## src/rtl/shift_pkg.sv

```systemverilog
// Shared mode and FSM encodings for the parametrised universal shift register.
// Latency: n/a (types and constants only).
// Backpressure: n/a.
package shift_pkg;

   // Operation select encodings presented on MODE.
   localparam logic [2:0] M_HOLD = 3'b000;
   localparam logic [2:0] M_SHL  = 3'b001;
   localparam logic [2:0] M_SHR  = 3'b010;
   localparam logic [2:0] M_ROL  = 3'b011;
   localparam logic [2:0] M_ROR  = 3'b100;
   localparam logic [2:0] M_LOAD = 3'b101;
   localparam logic [2:0] M_JOHN = 3'b110;
   localparam logic [2:0] M_RSVD = 3'b111;

   // Burst controller states.
   typedef enum logic [1:0] {
      IDLE = 2'b00,
      RUN  = 2'b01,
      FIN  = 2'b10
   } burst_state_e;

endpackage

```

## src/rtl/shift_burst_ctrl.sv

```systemverilog
// Burst sequencer: turns one START into CNT shift operations and reports BUSY/DONE.
// Latency: eff_mode is combinational from state; BUSY/DONE decode the registered state.
// Backpressure: none; START is only sampled in IDLE and ignored otherwise.
// Ports: clk/rst_n (sync, active-low); mode_in/start/cnt from the user;
//        eff_mode to the datapath; busy/done status.
module shift_burst_ctrl
   import shift_pkg::*;
#(
   parameter int CW = 3
) (
   input  logic          clk,
   input  logic          rst_n,
   input  logic [2:0]    mode_in,
   input  logic          start,
   input  logic [CW-1:0] cnt,
   output logic [2:0]    eff_mode,
   output logic          busy,
   output logic          done
);

   burst_state_e  state_q, state_d;
   logic [CW-1:0] cnt_q, cnt_d;
   logic [2:0]    mode_q, mode_d;

   always_comb begin
      state_d  = state_q;
      cnt_d    = cnt_q;
      mode_d   = mode_q;
      eff_mode = M_HOLD;
      unique case (state_q)
         IDLE: begin
            if (start) begin
               // The accepting cycle itself never touches Q.
               if (cnt != '0) begin
                  cnt_d   = cnt;
                  mode_d  = mode_in;
                  state_d = RUN;
               end else begin
                  state_d = FIN;
               end
            end else begin
               eff_mode = mode_in;
            end
         end
         RUN: begin
            eff_mode = mode_q;
            // cnt_q==1 marks the last of the CNT operations.
            if (cnt_q == CW'(1)) begin
               state_d = FIN;
            end
            cnt_d = cnt_q - CW'(1);
         end
         FIN: begin
            state_d = IDLE;
         end
         default: begin
            state_d = IDLE;
         end
      endcase
   end

   always_ff @(posedge clk) begin
      if (!rst_n) begin
         state_q <= IDLE;
         cnt_q   <= '0;
         mode_q  <= M_HOLD;
      end else begin
         state_q <= state_d;
         cnt_q   <= cnt_d;
         mode_q  <= mode_d;
      end
   end

   assign busy = (state_q == RUN);
   assign done = (state_q == FIN);

endmodule

```

## src/rtl/param_shift_register.sv

```systemverilog
// Universal shift register (shift/rotate/Johnson/load) with a counted burst engine.
// Latency: one CLK edge from effective mode to Q/SOUT.
// Backpressure: START ignored while a burst is running or finishing.
// Ports: CLK, RST_N (sync, active-low); MODE/SIN/D data controls; START/CNT burst
//        request; Q contents, SOUT registered shift-out bit, BUSY/DONE handshake.
module param_shift_register
   import shift_pkg::*;
#(
   parameter  int WIDTH = 6,
   localparam int CW    = $clog2(WIDTH + 1)
) (
   input  logic             CLK,
   input  logic             RST_N,
   input  logic [2:0]       MODE,
   input  logic             SIN,
   input  logic [WIDTH-1:0] D,
   input  logic             START,
   input  logic [CW-1:0]    CNT,
   output logic [WIDTH-1:0] Q,
   output logic             SOUT,
   output logic             BUSY,
   output logic             DONE
);

   logic [2:0]       eff_mode;
   logic [WIDTH-1:0] q_q, q_d;
   logic             sout_q, sout_d;

   shift_burst_ctrl #(
      .CW (CW)
   ) u_ctrl (
      .clk      (CLK),
      .rst_n    (RST_N),
      .mode_in  (MODE),
      .start    (START),
      .cnt      (CNT),
      .eff_mode (eff_mode),
      .busy     (BUSY),
      .done     (DONE)
   );

   // SOUT only moves on shift/rotate/Johnson; every other mode holds it.
   always_comb begin
      q_d    = q_q;
      sout_d = sout_q;
      unique case (eff_mode)
         M_SHL: begin
            q_d    = {q_q[WIDTH-2:0], SIN};
            sout_d = q_q[WIDTH-1];
         end
         M_SHR: begin
            q_d    = {SIN, q_q[WIDTH-1:1]};
            sout_d = q_q[0];
         end
         M_ROL: begin
            q_d    = {q_q[WIDTH-2:0], q_q[WIDTH-1]};
            sout_d = q_q[WIDTH-1];
         end
         M_ROR: begin
            q_d    = {q_q[0], q_q[WIDTH-1:1]};
            sout_d = q_q[0];
         end
         M_LOAD: begin
            q_d = D;
         end
         M_JOHN: begin
            q_d    = {q_q[WIDTH-2:0], ~q_q[WIDTH-1]};
            sout_d = q_q[WIDTH-1];
         end
         M_HOLD, M_RSVD: begin
            q_d    = q_q;
            sout_d = sout_q;
         end
         default: begin
            q_d    = q_q;
            sout_d = sout_q;
         end
      endcase
   end

   always_ff @(posedge CLK) begin
      if (!RST_N) begin
         q_q    <= '0;
         sout_q <= 1'b0;
      end else begin
         q_q    <= q_d;
         sout_q <= sout_d;
      end
   end

   assign Q    = q_q;
   assign SOUT = sout_q;

endmodule
```

## config.mk

```make
export PLATFORM = sky130hd
export DESIGN_NAME = param_shift_register
export DESIGN_NICKNAME = d
export VERILOG_FILES = /design/src/rtl/shift_pkg.sv /design/src/rtl/shift_burst_ctrl.sv /design/src/rtl/param_shift_register.sv
export SDC_FILE = /design/constraint.sdc
export NUM_CORES = 1
export LEC_CHECK = 0
export CAP_MARGIN = 20
export CORE_MARGIN = 2
export CORE_UTILIZATION = 48
export CTS_BUF_LIST = sky130_fd_sc_hd__clkbuf_4 sky130_fd_sc_hd__clkbuf_8 sky130_fd_sc_hd__clkbuf_16
export DETAILED_ROUTE_END_ITERATION = 16
export HOLD_SLACK_MARGIN = 0.15
export PLACE_DENSITY = 0.78
export SYNTH_ARGS = -nofsm -noshare
export SYNTH_HDL_FRONTEND = slang
export SYNTH_SLANG_ARGS = --single-unit
```

## constraint.sdc

```tcl
create_clock -name CLK -period 2.3 [get_ports CLK]
set_clock_uncertainty 0.1 [all_clocks]
set_input_delay 0.46 -clock CLK [delete_from_list [all_inputs] [get_ports CLK]]
set_output_delay 0.46 -clock CLK [all_outputs]
set_load 0.1 [all_outputs]
```

==> results of run 1 <==
-- registers in the layout (all words and copies together), names as in the netlist --
| name | flops |
|---|---|
| Q | 6 |
| u_ctrl.mode_q | 3 |
| u_ctrl.state_q | 2 |
| SOUT | 1 |
| u_ctrl.cnt_q | 3 |
-- final cells by class --
class / instances / area share (%)
flip-flops and latches: 15 / 20.85
well taps: 27 / 2.346
inverters: 4 / 1.043
clock buffers: 3 / 1.564
repair buffers: 39 / 25.46
clock inverters: 1 / 0.3475
multi-input cells: 101 / 48.39
-- stage by stage --
stage          total power [uW]  cell area (um^2)  instances
3_5_place_dp              751.5              1370        184
5_1_grt                   963.3              1440        190
4_1_cts                   902.8              1398        188
2_1_floorplan             625.0              1036        126
3_3_place_gp              743.3              1370        184
6_report                  915.3              1440        190
-- worst max path at each step --
| stage | slack (ns) | from | cells after the start | endpoint |
|---|---|---|---|---|
| 6_report | 0.09 | MODE[1] | 6 | Q[3]$_SDFFE_PN0N_ |
| 3_3_place_gp | -0.28 | START | 7 | Q[3]$_SDFFE_PN0N_ |
| 5_1_grt | 0.03 | MODE[1] | 6 | Q[3]$_SDFFE_PN0N_ |
| 4_1_cts | 0.01 | START | 7 | Q[3]$_SDFFE_PN0N_ |
| 3_5_place_dp | -0.26 | START | 7 | Q[3]$_SDFFE_PN0N_ |
| 2_1_floorplan | 0.26 | u_ctrl.state_q[1]$_SDFFE_PN0P_ | 4 | BUSY |
-- kinds of logic after synthesis --
logic type / synth area share (%)
mux: 4.843
compound gates: 30.27
fa+ha+maj: 2.421
buf+inv: 5.327
xor+xnor: 0.8476
simple gates: 27.24
flops: 29.06
-- metal layers --
layer	vias up	wire, um	track usage, %
met1	492	1250	28.39
met4	0	3	4.505
met2	39	1271	34.65
met3	2	215	6.548
li1	535	-	-
met5	-	0	0
-- report_power, final --
group	leakage [uW]	internal [uW]	switching (uW)	total (uW)
combinational	0.000494	173	272	445
clock	0.0000177	64.5	85.0	150
sequential	0.000123	288	32.4	321
-- worst min-delay path, delay by kind of cell --
family	cells	cell delay [ns]
muxes	1	0.07
buffers and inverters	1	0.10
and+or+nand+nor	1	0.09
-- cells in the final DEF (no fill, tap or decap), types with 2 or more instances in the layout --
cell	n
nor2b_1	7
nand2b_1	2
a21oi_1	8
o211ai_1	2
inv_1	4
and3_1	2
buf_4	21
nor2_1	5
or2b_1	3
and2_1	2
ha_1	2
o221ai_1	2
mux2i_1	5
a21oi_4	3
a21boi_1	2
or3_1	2
dfxtp_1	15
or3b_4	3
dlymetal6s2s_1	3
a21o_1	2
nand3_1	4
o22ai_1	2
o21ai_0	5
clkdlybuf4s50_1	12
clkbuf_4	3
nor3b_1	2
buf_12	2
nand2_1	18
o21ai_1	3
a221oi_1	2
a22oi_1	3
-- timing repair --
| item | in CTS | in global routing |
|---|---|---|
| gates resized for setup | 0 | 8 |
| endpoints found under the setup margin | 0 | 7 |
| buffers inserted | 0 | 2 |
| hold endpoints to repair | 0 | 0 |
==> flow_metrics.tcl, run 1 <==
set metrics [dict create \
    outcome "completed" \
    synthDistinctLibCells 37 \
    crit_type "input port to flop" \
    clock-root-buffer "clkbuf_4" \
    crit_path_end_kind "flop" \
    powerDensity_nw_per_um2 635.5 \
    period_share_pct 95.89 \
    wl_per_cell_um 14.43 \
    required_ns 2.38 \
    rsz0062_at_grt "no" \
    hold_path_class "input port to flop" \
    grt_pass1_vias 1009 \
    area_delta_synth_final_pct 39.35 \
    synth_flop_cell "dfxtp_1" \
    peakVddDrop_uv 423.2 \
    finish.utilization_pct 71.94 \
    diodes 0 \
    dieWidth_um 50.40 \
    yosysTopAreaCellShare_pct 29.06 \
    syn_inst 126 \
    rr_startpoint "u_ctrl.state_q[0]$_SDFFE_PN0P_" \
    cp.arrival_ns 2.28 \
    viasPerCell 5.621 \
    cpMaxStageDelayCell "clkdlybuf4s50_1" \
    holdWs_ns 0.3644 \
    place_ws_ns -0.2574 \
    grt_max_degree 16 \
    fill_cells 160 \
    num_vias 1068 \
    cp_top_family "simple AND/OR/NAND/NOR gates" \
    clock-sinks 15 \
    path_clk_slew_ns 0.10 \
    die_y_um 50.40 \
    synth_area_um2 1033 \
    worstMarginPinSlew_ns 0.5066 \
    drive_gt1_share_pct 23.93 \
    antenna_found_initial 0 \
    ys_top_cells_by_count "nand2_1 (19), dfxtp_1 (15), a21oi_1 (8), nor2b_1 (8)" \
    cts_tree "yes" \
    die_area_um2 2540 \
    start_util_pct 51.62 \
    grt_first_pass_wirelength_mm 4.229 \
    hold_start "MODE[0]" \
    cp_num_buf_inv 1 \
    hpwl_mm 1.967 \
    yosys.area.top_type "dfxtp_1" \
    synth.avg_cell_area_um2 8.202 \
    postRouteAntennaNets 0 \
    gp_congestion 0.8513 \
    drt_pre_antenna_iters 4 \
    nets 182 \
    clkLatencyLatePin_ns 0.28 \
    io_buffers 24 \
    synth-seq-cells 15 \
    drt-total-wl_mm 2.742 \
    multi_input_area_um2 696.9 \
    period_minus_slack_ns 2.205 \
    synth_nets 144 \
    ff2ff_path_depth 7 \
    rows 16 \
    htree_levels 1 \
    crit_path_max_incr_delay_ns 0.49 \
    setup_viol 0 \
    cts_hold_buf 0 \
    drt_iter0_drc 44 \
    rr_endpoint "Q[3]$_SDFFE_PN0N_" \
    async_flop_share_pct 0 \
    seq_area_um2 300.3 \
    track_usage_pct 21.50 \
    core_area_um2 2002 \
    yosysMostFrequentCell "nand2_1" \
    cp_max_fo 6 \
    cp_cell_sequence "clkdlybuf4s50_1 > or3b_4 > a21o_1 > o21ai_4 > or2b_1 > and3_1" \
    yosys_warnings 0 \
    ios 25 \
    fmax_mhz 453.4 \
    final_hold_viol_count 0 \
    hold-path-cell-count 3 \
    numCtsBuffers 3 \
    finalSetupTns_ns 0 \
    hold_end "u_ctrl.mode_q[0]$_SDFFE_PN0P_" \
    clockBufferDepth 2 \
    post-route-drc-count 0 \
    fin_ws_ns 0.09461 \
    drv_cap 0 \
    synth_edf_count 0 \
    reg2reg_slack_ns 0.27 \
    p_leak_uw 0.0006350 \
    cp-start-kind "input port" \
    seq_area_frac_synth_pct 29.06 \
    slew_violations 0 \
    synth.area.top_cells "dfxtp_1 (29%), nand2_1 (6.9%), mux2i_1 (4.8%), nor2b_1 (4.8%), a21oi_4 (4.7%)" \
    grt_overflow 0 \
    max_slew_margin_pct 66.18 \
]
(Power assumes the default switching activity.)
==> run 2: changes to the inputs <==
- CORE_UTILIZATION: 48 -> 44
- PLACE_DENSITY: 0.78 -> 0.75
- REMOVE_ABC_BUFFERS: not set -> 1
- clock period: 2.3 -> 2 ns (I/O delays scaled with it)
==> flow_metrics.tcl, run 2 (synthesized netlist as in run 1, its figures left out) <==
set metrics [dict create \
    outcome "finished with violations" \
    violations "setup timing" \
    drv_cap 0 \
    gp_congestion 0.8539 \
    crit_path_end_kind "flop" \
    die_y_um 52.47 \
    clock-root-buffer "clkbuf_4" \
    power_frac_clock_pct 15.5 \
    cp-start-kind "input port" \
    rsz0062_at_grt "yes" \
    wl_per_cell_um 15.95 \
    powerDensity_nw_per_um2 700.7 \
    drt_pre_antenna_iters 4 \
    io_buffers 24 \
    start_util_pct 46.72 \
    die_area_um2 2753 \
    diodes 0 \
    track_usage_pct 24.52 \
    htree_levels 1 \
    dieWidth_um 52.47 \
    clkLatencyLatePin_ns 0.29 \
    drt_iter0_drc 34 \
    largest_reg_flops 6 \
    core_area_um2 2212 \
    p_leak_uw 0.0007323 \
    p_sw_uw 497.2 \
    swShare_pct 41.70 \
    p_int_uw 695.1 \
    final_common_cell "buf_4" \
    slew_violations 0 \
    setup_viol 2 \
    holdWs_ns 0.4305 \
    grt_max_degree 16 \
    ios 25 \
    postRouteAntennaNets 0 \
    num_vias 1147 \
    crit_type "input port to flop" \
    cp.arrival_ns 2.12 \
    rows 17 \
    grt_first_pass_wirelength_mm 5.043 \
    drive_gt1_share_pct 36.16 \
    nets 196 \
    antenna_found_initial 0 \
    clockBufferDepth 2 \
    fill_cells 149 \
    peakVddDrop_uv 655.4 \
    period_minus_slack_ns 2.044 \
    hpwl_mm 2.220 \
    mostFrequentLayoutCells "buf_4 (24), nand2_1 (15), dfxtp_1 (13)" \
    worstMarginPinSlew_ns 0.4510 \
    clock-sinks 15 \
    grt_pass1_vias 1120 \
    p_seq_share_pct 31.9 \
    cts_hold_buf 0 \
    fin_ws_ns -0.04419 \
    required_ns 2.07 \
    cts_tree "yes" \
    period_share_pct 102.2 \
    max_slew_margin_pct 69.84 \
    final_hold_viol_count 0 \
    combinationalPowerShare_pct 52.6 \
    finish.utilization_pct 76.92 \
    seq_area_um2 305.3 \
    numCtsBuffers 3 \
    multi_input_area_um2 753.2 \
    cp_max_fo 4 \
    post-route-drc-count 0 \
    drt-total-wl_mm 3.270 \
    grt_overflow 0 \
    path_clk_slew_ns 0.10 \
    fmax_mhz 489.2 \
    area_delta_synth_final_pct 64.65 \
    viasPerCell 5.595 \
    hold_path_class "flop to flop" \
]
[run 2: changes by cell type in the layout (fill, tap and decap cells not counted), sizes merged]
cell	change
clkinvlp	+1
dlygate4sd2	+3
buf	+14
clkdlybuf4s50	-1
clkdlybuf4s15	+1
dlymetal6s2s	-3
clkinv	-1
[run 2: final timing paths]
| check | start | cells after the start | endpoint | slack [ns] |
|---|---|---|---|---|
| max | START | 9 | Q[5]$_SDFFE_PN0N_ | -0.04 |
| min | u_ctrl.cnt_q[1]$_SDFFE_PN0P_ | 2 | u_ctrl.cnt_q[1]$_SDFFE_PN0P_ | 0.43 |
| max reg2reg | u_ctrl.state_q[0]$_SDFFE_PN0P_ | 8 | Q[5]$_SDFFE_PN0N_ | -0.04 |
| min reg2reg | u_ctrl.cnt_q[1]$_SDFFE_PN0P_ | 2 | u_ctrl.cnt_q[1]$_SDFFE_PN0P_ | 0.43 |
[run 2: what timing repair did]
item / 4_1_cts / 5_1_grt
endpoints found under the hold margin: 0 / 0
gates resized for setup: 12 / 18
endpoints found under the setup margin: 8 / 8
buffers inserted: 7 / 2
pin swaps: 7 / 14
[run 2: per-stage QoR]
step	setup TNS [ns]	cell area, um^2	power, uW	setup WS (ns)	instances
CTS	0	1617	1146	0.03232	203
global placement	-2.874	1509	921.3	-0.4433	192
detailed placement	-3.427	1509	936.1	-0.5565	192
finish	-0.05526	1702	1192	-0.04419	205
global route	-0.3450	1702	1252	-0.1015	205
floorplan	-0.6155	993.5	703.9	-0.4857	120
[run 2: critical path, cell delays in order]
cell             delay (ns)
clkdlybuf4s15_1        0.22
or3b_4                 0.43
a21oi_4                0.24
buf_6                  0.14
buf_4                  0.11
buf_4                  0.10
o32ai_2                0.08
a221oi_1               0.27
nor2b_1                0.11
[run 2: layout make-up]
cell class	count	area share (%)
repair buffers	53	33.09
well taps	28	2.059
clock buffers	3	1.324
multi-input cells	101	44.26
clock inverters	1	0.4412
flip-flops and latches	15	17.94
inverters	4	0.8824
[run 2: per-layer routing]
metal	vias up	GRT usage (%)	wire [um]
li1	560	-	-
met1	548	31.49	1468
met2	35	42.92	1645
met3	4	2.857	121
met4	0	6.838	35
met5	-	0	0
[run 2: power by group through the flow]
stage / Clock, uW / Combinational (uW) / Sequential, uW
6_report: 185 / 627 / 380
5_1_grt: 200 / 667 / 384
4_1_cts: 185 / 586 / 375
3_5_place_dp: 0 / 555 / 381
3_3_place_gp: 0 / 541 / 380
2_1_floorplan: 0 / 211 / 493
